$ cat src/rtl/bin2bcd_pkg.sv
// Shared types and sizing helpers for the iterative binary-to-BCD converter.
package bin2bcd_pkg;

  localparam int BCD_NIB = 4;

  typedef enum logic [1:0] {
    IDLE  = 2'd0,
    SHIFT = 2'd1,
    DONE  = 2'd2
  } bcd_state_t;

  // Number of decimal digits needed to print 2**w-1.
  function automatic int bcd_digits(input int w);
    longint unsigned v;
    int n;
    v = (64'd1 << w) - 64'd1;
    n = 0;
    for (int i = 0; i < 20; i++) begin
      if (v != 64'd0) begin
        n = n + 1;
        v = v / 64'd10;
      end
    end
    if (n == 0) n = 1;
    return n;
  endfunction

endpackage

$ cat src/rtl/bin2bcd_iter_digit_adj.sv
// Double-dabble digit correction: a BCD digit of 5 or more gets +3 before the shift.
module bcd_digit_adj (
  input  logic [3:0] dig_i,
  output logic [3:0] dig_o
);

  assign dig_o = (dig_i >= 4'd5) ? (dig_i + 4'd3) : dig_i;

endmodule

$ cat src/rtl/bin2bcd_iter.sv
// Sequential double-dabble binary-to-BCD converter, one input bit per clock,
// with valid/ready handshakes on both the input word and the BCD result.
module bin2bcd_iter
  import bin2bcd_pkg::*;
#(
  parameter  int BIN_W     = 8,
  parameter  bit SIGNED_EN = 1'b0,
  localparam int DIGITS    = bcd_digits(BIN_W)
) (
  input  logic                        iCLK,
  input  logic                        iRST,
  input  logic                        iVALID,
  output logic                        oREADY,
  input  logic [BIN_W-1:0]            iBIN,
  output logic                        oVALID,
  input  logic                        iREADY,
  output logic [BCD_NIB*DIGITS-1:0]   oBCD,
  output logic                        oSIGN,
  output logic [1:0]                  oSTATE
);

  localparam int WORK_W = BCD_NIB * DIGITS;
  localparam int CNT_W  = $clog2(BIN_W + 1);

  // Handshake rules: a word moves on any rising edge where iVALID && oREADY;
  // a result moves on any rising edge where oVALID && iREADY. oVALID, oBCD
  // and oSIGN hold steady until that result edge.

  bcd_state_t          state_q;
  logic [CNT_W-1:0]    cnt_q;
  logic [BIN_W-1:0]    shift_q;
  logic [BIN_W-1:0]    shift_d;
  logic [WORK_W-1:0]   work_q;
  logic [WORK_W-1:0]   work_d;
  logic [WORK_W-1:0]   work_adj;
  logic                sign_q;
  logic [WORK_W-1:0]   bcd_q;
  logic                osign_q;
  logic [BIN_W-1:0]    mag;
  logic                in_neg;

  // Two's-complement magnitude; the most negative value wraps to itself,
  // which read as unsigned is exactly its magnitude.
  assign in_neg = SIGNED_EN && iBIN[BIN_W-1];
  assign mag    = in_neg ? ((~iBIN) + BIN_W'(1)) : iBIN;

  for (genvar g = 0; g < DIGITS; g++) begin : g_adj
    bcd_digit_adj u_adj (
      .dig_i (work_q[g*BCD_NIB +: BCD_NIB]),
      .dig_o (work_adj[g*BCD_NIB +: BCD_NIB])
    );
  end

  assign work_d  = {work_adj[WORK_W-2:0], shift_q[BIN_W-1]};
  assign shift_d = {shift_q[BIN_W-2:0], 1'b0};

  always_ff @(posedge iCLK or posedge iRST) begin
    if (iRST) begin
      state_q <= IDLE;
      cnt_q   <= '0;
      shift_q <= '0;
      work_q  <= '0;
      sign_q  <= 1'b0;
      bcd_q   <= '0;
      osign_q <= 1'b0;
    end else begin
      case (state_q)
        IDLE: begin
          if (iVALID) begin
            shift_q <= mag;
            work_q  <= '0;
            cnt_q   <= CNT_W'(BIN_W);
            sign_q  <= in_neg;
            state_q <= SHIFT;
          end
        end
        SHIFT: begin
          work_q  <= work_d;
          shift_q <= shift_d;
          cnt_q   <= cnt_q - CNT_W'(1);
          if (cnt_q == CNT_W'(1)) begin
            bcd_q   <= work_d;
            osign_q <= sign_q;
            state_q <= DONE;
          end
        end
        DONE: begin
          if (iREADY) state_q <= IDLE;
        end
        default: state_q <= IDLE;
      endcase
    end
  end

  assign oREADY = (state_q == IDLE);
  assign oVALID = (state_q == DONE);
  assign oBCD   = bcd_q;
  assign oSIGN  = osign_q;
  assign oSTATE = state_q;

endmodule

$ cat config.mk
export PLATFORM = sky130hd
export DESIGN_NAME = bin2bcd_iter
export DESIGN_NICKNAME = d
export VERILOG_FILES = /design/src/rtl/bin2bcd_pkg.sv /design/src/rtl/bin2bcd_iter_digit_adj.sv /design/src/rtl/bin2bcd_iter.sv
export SDC_FILE = /design/constraint.sdc
export NUM_CORES = 1
export LEC_CHECK = 0
export BUFFER_PORTS_ARGS = -buffer_cell sky130_fd_sc_hd__buf_4
export CAP_MARGIN = 30
export CORE_UTILIZATION = 50
export CTS_CLUSTER_DIAMETER = 60
export CTS_CLUSTER_SIZE = 40
export DETAILED_ROUTE_END_ITERATION = 16
export PLACE_DENSITY = 0.82
export SLEW_MARGIN = 30
export SYNTH_ARGS = -nofsm -noshare
export SYNTH_HDL_FRONTEND = slang
export SYNTH_SLANG_ARGS = --single-unit
$ cat constraint.sdc
create_clock -name iCLK -period 4.9 [get_ports iCLK]
set_input_delay 0.98 -clock iCLK [delete_from_list [all_inputs] [get_ports iCLK]]
set_output_delay 0.98 -clock iCLK [all_outputs]
set_load 0.03 [all_outputs]
======== Word-level counts from Yosys, hierarchy flattened ========
Index checks and enable logic that the tools add are counted.
operators by class
  bitwise logic cells ..................... 0
  add/subtract/negate cells ............... 4
  divide/modulo/power cells ............... 0
  magnitude comparators ................... 3
  mux-type cells .......................... 13
  equality and inequality tests ........... 6
  multipliers ............................. 0
  reduce and logical (&&, ||, !) cells .... 5
  shifts and indexed selects .............. 0
operator list
  kind                                                                     number
  12-bit one-hot mux with 2 select lines                                   1
  8-bit one-hot mux with 2 select lines                                    1
  4-bit by 3-bit >= comparator with 1-bit output, second input constant    3
  12-bit 2-to-1 mux                                                        1
  4-bit 2-to-1 mux                                                         3
  4-bit by 2-bit adder with 4-bit output, second input constant            2
  8-bit 2-to-1 mux                                                         1
  4-bit one-hot mux with 2 select lines                                    1
  2-bit 2-to-1 mux                                                         3
  2-bit one-hot mux with 3 select lines                                    1
  4-bit by 1-bit equality test with 1-bit output, second input constant    1
  2-bit inequality test, second input constant                             2
  2-bit AND reduction                                                      2
  4-bit by 1-bit subtractor with 4-bit output, second input constant       1
  3-bit by 2-bit adder with 3-bit output, second input constant            1
  3-bit 2-to-1 mux                                                         1
  3-bit AND reduction                                                      1
  2-bit by 1-bit equality test with 1-bit output, second input constant    1
  2-bit equality test, second input constant                               1
  2-bit zero test                                                          1
  2-bit by 1-bit inequality test with 1-bit output, second input constant  1
  2-bit nonzero test                                                       1
storage, ports and cells
  word-level logic and storage cells ...... 36
  memories kept ........................... 0
  input bits .............................. 12
  register bits after elaboration ......... 38
  bits in writable memories ............... 0
  bits in read-only memories .............. 0
  output and inout bits ................... 17
  latch bits .............................. 0

======== Depth between registers and ports, before layout ========
Gate-level depths: netlist of the first run.
  depth after elaboration ................. 3
  mapped depth ............................ 8
  depth with buffers taken out ............ 6

======== By module ========
From an unflattened synthesis of the first run, not the netlist that was laid out.
second synthesis, totals
  cells, all modules ...................... 179
  area, all modules ....................... 1,958.1 sq um
by module, submodules not included
  module         cells each  sequential area each (sq um)  instances  area each (sq um)
  bin2bcd_iter   131         950.9                         1          1,654.1
  bcd_digit_adj  16          0.0                           3          101.3

======== Worst setup path before layout of the first run ========
No wires, ideal clock.
  path type ............................... register to output
  start point ............................. register state_q[1] (netlist: oSTATE[1])
  end point ............................... output oVALID
  data required time ...................... 3.920 ns
  cell stages (with the launch flop) ...... 3
  slack ................................... 2.594 ns
  arrival ................................. 1.326 ns
  path buffers ............................ 1
  path through ............................ dfrtp_1 -> clkbuf_1 -> nor2b_1
between the ends
  word-level cells in the longest chain between the ends .. 1
ends and longest elaborated chain
  element                 RTL line            text
  start, declared         bin2bcd_iter.sv:29  bcd_state_t state_q;
  start signal, assigned  bin2bcd_iter.sv:59  state_q <= IDLE;
  start signal, assigned  bin2bcd_iter.sv:74  state_q <= SHIFT;
  start signal, assigned  bin2bcd_iter.sv:84  state_q <= DONE;
  2-bit equality test     bin2bcd_iter.sv:96  assign oVALID = (state_q == DONE);
  end, declared           bin2bcd_iter.sv:15  output logic oVALID,
Every way passes these cells.

======== Worst setup path in the final report of the first run ========
  start point ............................. register state_q[0] (netlist: oSTATE[0])
  end point ............................... output oVALID
The elaborated chain is that of the path after synthesis.

==> flow_metrics.py, run 1 <==
metrics = {
    "final_layout": {
        "nFillCells": 312,
        "area_growth_pct": 15.8,
        "multiInputGateArea_um2": 833,
        "regArea_um2": 951,
        "finalNonFillerCells": 252,
        "diodes": 0,
        "drive_gt1_share_pct": 24.8,
        "nets": 225,
    },
    "worst_hold_path": {
        "hold_path.class": "register to register",
        "hold_depth": 2,
        "hold_start": "shift_q[4]",
        "min_to": "shift_q[4]",
    },
    "global_routing": {
        "antenna_found_initial": 0,
        "grt_pass1_wl_um": 5800,
        "grt_use_total_pct": 18.7,
        "grt_pass1_vias": 1257,
        "grt_max_degree": 39,
        "gr-total-overflow": 0,
    },
    "timing": {
        "slew_headroom_pct": 43.8,
        "finClkSkew_ns": 0.00625,
        "layout_setup_ws_ns": 2.58,
        "fmax_mhz": 431,
        "post-route-min-period_ns": 2.32,
        "setup_violations": 0,
        "tightest_slew_ns": 0.841,
        "drv_slew": 0,
        "hold_viol": 0,
        "period_share_pct": 47.4,
        "finalSetupTns_ns": 0,
        "rsz0062_at_grt": "false",
    },
    "yosys": {
        "synth_fp_nets": 199,
        "yosysUniqueCellTypes": 34,
        "yosys-top-cells-area": "dfrtp_1, ha_1, o21ai_0",
        "synth.avg_cell_area_um2": 10.6,
        "synth_commonest_cells": "dfrtp_1, o21ai_0, a21oi_1, nand2_1, inv_1",
        "yosys_warnings": 0,
        "synth_area_um2": 1890,
        "syn_inst": 179,
        "ys_ff_latch": 38,
        "synth_top_area_share_pct": 50.3,
        "synth_largest_area_cell": "dfrtp_1",
        "synthMostInstantiatedCell": "dfrtp_1",
        "synth-edff-count": 0,
        "ys_seq_area_share_pct": 50.3,
        "synthArstFlopShare_pct": 100,
        "ys.flop_type": "dfrtp_1",
    },
    "clock_tree": {
        "cts_root_buf": "clkbuf_8",
        "cts.sinks": 38,
        "ctsHoldBuffers": 0,
        "cts_buffer_depth": 2,
        "cts-buffers-inserted": 5,
        "post_cts_resized": 0,
        "clock_latency_ns": 0.29,
        "cts_tree": "done",
        "path_clk_slew_ns": 0.07,
        "h-tree-depth": 2,
        "cts_setup_buffers": 0,
    },
    "placed_design": {
        "hpwl_um": 2200,
        "place.gp.congestion": 0.748,
        "port_buffers": 27,
        "dp_cells": 244,
        "pre_cts_slack_ns": 2.45,
    },
    "setup_path": {
        "reg2reg_slack_ns": 2.66,
        "worst-setup-path-type": "register to primary output",
        "start_kind": "register",
        "reg2reg_depth": 3,
        "critical_path_arrival_ns": 1.34,
        "r2r-start": "oSTATE[0]",
        "crit_path_end_kind": "primary output",
        "reg2reg_to": "oBCD[1]",
        "cp_max_fo": 23,
        "critical_path_required_ns": 3.92,
    },
    "die": {
        "num_rows": 21,
        "fp.dieH_um": 63.5,
        "dieWidth_um": 63.5,
        "start_util_pct": 54.5,
        "core_um2": 3470,
        "pin_count": 29,
        "die-area_um2": 4030,
    },
    "routing": {
        "wirelength_um": 3140,
        "antenna_left": 0,
        "vias": 1334,
        "drc": 0,
        "wl_per_cell_um": 12.4,
        "dr.pass1.iters": 4,
        "drt_iter0_drc": 82,
        "avgViaCountPerCell": 5.29,
    },
    "pwr": {
        "leakage_uw": 0.00106,
        "peakVddDrop_mv": 0.267,
        "power_uw": 1480,
        "powerDensity_nw_per_um2": 676,
    },
    "job": {
        "maxCapViolations": 0,
    },
    "outcome": {
        "status": "complete, no violations",
    },
}
[per-layer routing]
layer	track usage [%]	wire [um]	up-vias	part of all wire, %
li1	-	-	670	-
met1	25.2	1550	629	49
met2	27.3	1380	29	44
met3	6.52	154	6	4.9
met4	7.67	56	0	1.8
met5	0	0	-	0
[power by group]
part / switching (uW) / internal, uW / leakage, uW
clock network: 102 / 113 / 0.0000482
registers: 119 / 454 / 0.000475
logic: 380 / 311 / 0.000537
total: 601 / 878 / 0.00106
[cell usage in the layout, fill, tap and decap left out, drive strengths merged]
cell type,count
dfrtp,38
buf,29
o21ai,20
a21oi,15
nand2,15
inv,10
ha,8
a22o,8
nor2,8
and3b,7
mux2,7
clkbuf,7
nand2b,5
nor3,4
mux2i,4
nor2b,3
xnor2,3
a31oi,3
or3b,2
nor3b,2
o21bai,1
a32o,1
nor4bb,1
and2b,1
nand3b,1
a21o,1
conb,1
clkinv,1
[flip-flops by register name, indices dropped and copies added (netlist names)]
signal   count
oBCD        12
work_q      12
shift_q      8
cnt_q        4
oSTATE       2
[layout make-up]
class	count	share of cell area, %
Tap cell	46	2.63
Timing Repair Buffer	29	9.95
Sequential cell	38	43.5
Clock inverter	1	0.229
Clock buffer	7	3.95
Multi-Input combinational cell	121	38.1
Inverter	10	1.72
[how the worst max path moves through the flow]
stage,startpoint,end,cells after the start
finish,oSTATE[0],oVALID,2
global route,oSTATE[0],oBCD[0],3
CTS,oSTATE[0],oVALID,2
detailed placement,iVALID,cnt_q[3],5
global placement,iVALID,cnt_q[3],5
floorplan,oSTATE[1],oVALID,2
[per-stage QoR]
step	cell area, um^2	util, %	hold slack (ns)
4_1_cts	2190	63.1	0.490
5_1_grt	2190	63.1	0.517
3_5_place_dp	2100	60.5	0.475
3_3_place_gp	2100	60.5	0.466
2_1_floorplan	1890	-	0.450
6_report	2190	63.1	0.487
[cells by family after synthesis]
kind of cell	after synthesis	share of synthesized area (%)
xor+xnor	3	1.39
compound gates	49	16.1
mux	11	6.29
fa+ha+maj	8	5.29
flops	38	50.3
other cells	1	0.198
simple gates	49	14.8
buf+inv	20	5.63
[worst max-delay path, stage by stage, from the launching register on]
cell     delay, ns
dfrtp_1       0.72
nor2b_1       0.14
buf_4         0.20
(Power assumes the default switching activity.)
==> inputs of run 2 (changes only) <==
--- a/config.mk
+++ b/config.mk
@@ -11,7 +11,7 @@
 export CTS_CLUSTER_DIAMETER = 60
 export CTS_CLUSTER_SIZE = 40
 export DETAILED_ROUTE_END_ITERATION = 16
-export PLACE_DENSITY = 0.82
+export PLACE_DENSITY = 0.84
 export SLEW_MARGIN = 30
 export SYNTH_ARGS = -nofsm -noshare
 export SYNTH_HDL_FRONTEND = slang
==> constraint.sdc (replaced) <==
create_clock -name iCLK -period 2 [get_ports iCLK]
set_input_delay 0.4 -clock iCLK [delete_from_list [all_inputs] [get_ports iCLK]]
set_output_delay 0.4 -clock iCLK [all_outputs]
set_load 0.03 [all_outputs]
==> run 2 against run 1 <==
  * First-iteration DRC count fell by 38%
  * Clock-buffer cell count is the same
  * Non-clock buffer count rose by 4
  * Clock skew is 0.0029 ns lower
  * Sequential power grew 140%
  * Register-to-register slack got worse by 2.5 ns
  * Hold slack worse by 0.28 ns
  * Clock power increased to 2.5 times the previous value
  * Global-route usage increased by 0.59 points
  * Via count rose by 6.4%
  * Combinational power rose to 2.6 times the previous value
==> flow_metrics.py, run 2 (synthesized netlist as in run 1, its figures left out) <==
metrics = {
    "clock_tree": {
        "post_cts_resized": 0,
        "ctsHoldBuffers": 0,
        "cts_setup_buffers": 0,
        "clock_latency_ns": 0.29,
        "cts_root_buf": "clkbuf_8",
        "cts.sinks": 38,
        "cts-buffers-inserted": 5,
        "h-tree-depth": 2,
        "cts_tree": "done",
        "path_clk_slew_ns": 0.07,
        "cts_buffer_depth": 2,
    },
    "die": {
        "pin_count": 29,
        "core_um2": 3470,
        "fp.dieH_um": 63.5,
        "num_rows": 21,
        "start_util_pct": 54.5,
        "dieWidth_um": 63.5,
        "die-area_um2": 4030,
    },
    "setup_path": {
        "critical_path_arrival_ns": 1.97,
        "worst-setup-path-type": "register to register",
        "cp_max_fo": 18,
        "start_kind": "register",
        "critical_path_required_ns": 2.18,
        "crit_path_end_kind": "register",
    },
    "routing": {
        "drt_iter0_drc": 51,
        "vias": 1419,
        "antenna_left": 0,
        "wl_per_cell_um": 13.6,
        "dr.pass1.iters": 4,
        "avgViaCountPerCell": 5.54,
        "wirelength_um": 3490,
        "drc": 0,
    },
    "timing": {
        "finClkSkew_ns": 0.00335,
        "period_share_pct": 89.8,
        "setup_violations": 0,
        "rsz0062_at_grt": "false",
        "slew_headroom_pct": 54.5,
        "drv_slew": 0,
        "finalSetupTns_ns": 0,
        "hold_viol": 0,
        "fmax_mhz": 557,
        "tightest_slew_ns": 0.681,
        "post-route-min-period_ns": 1.80,
    },
    "global_routing": {
        "grt_pass1_vias": 1352,
        "grt_pass1_wl_um": 5870,
        "grt_use_total_pct": 19.3,
        "antenna_found_initial": 0,
        "grt_max_degree": 39,
        "gr-total-overflow": 0,
    },
    "pwr": {
        "peakVddDrop_mv": 0.849,
        "power_uw": 3710,
        "leakage_uw": 0.00108,
        "powerDensity_nw_per_um2": 1660,
    },
    "final_layout": {
        "area_growth_pct": 18.0,
        "final_cell_mix": "dfrtp_1, buf_4, o21ai_0",
        "drive_gt1_share_pct": 26.2,
        "utilization_pct": 64.3,
        "final_common_cell": "dfrtp_1",
        "nFillCells": 304,
        "diodes": 0,
        "nets": 229,
    },
    "worst_hold_path": {
        "hold_path.class": "primary input to asynchronous set/reset pin",
    },
    "job": {
        "maxCapViolations": 0,
    },
    "placed_design": {
        "hpwl_um": 2390,
        "port_buffers": 27,
        "place.gp.congestion": 0.762,
    },
    "outcome": {
        "status": "complete, no violations",
    },
}
-- run 2: worst paths after layout --
check,startpoint,endpoint,slack (ns),cells after the start
worst max register to register,cnt_q[1],oBCD[9],0.20,6
min in group iCLK,iBIN[0],shift_q[0],0.35,2
max in group asynchronous,iRST,shift_q[5],1.46,3
worst min register to register,shift_q[4],shift_q[4],0.49,2
worst max-delay path,cnt_q[1],oBCD[9],0.20,6
worst min-delay path,iRST,oBCD[2],0.21,3
-- run 2: report_power, final --
part | leakage, uW | internal [uW] | switching (uW)
Clock | 0.0000482 | 278 | 264
Sequential | 0.000475 | 1110 | 264
Combinational | 0.000559 | 799 | 996
Total | 0.00108 | 2190 | 1520
-- run 2: through the flow --
step / area (um^2) / hold slack, ns / setup slack, ns / instances
after floorplan: 1890 / 0.450 / 0.274 / 179
after global placement: 2140 / 0.467 / 0.311 / 248
after detailed placement: 2140 / 0.481 / 0.222 / 248
after CTS: 2230 / 0.226 / 0.207 / 256
after global routing: 2230 / 0.249 / 0.118 / 256
final: 2230 / 0.208 / 0.205 / 256
-- run 2: cell type report --
type	instances	area, um^2	area share, %
flip-flops and latches	38	951	42.6
multi-input cells	121	833	37.4
repair buffers	33	260	11.7
clock buffers	7	86.3	3.87
well taps	46	57.6	2.58
inverters	10	37.5	1.68
clock inverters	1	5.00	0.224
-- run 2: worst max-delay path: stages, from the launching register on --
cell and delay, ns:
dfrtp_1 0.39, inv_1 0.08, ha_1 0.15, nor4bb_1 0.34
and2b_1 0.22, buf_12 0.16, mux2_2 0.34
-- run 2: layer usage --
| metal | track usage (%) | up-vias | share of wire [%] |
|---|---|---|---|
| met5 | 0 | - | 0 |
| met3 | 6.70 | 6 | 5.5 |
| li1 | - | 678 | - |
| met1 | 22.6 | 686 | 44 |
| met2 | 32.2 | 49 | 48 |
| met4 | 7.67 | 0 | 1.7 |
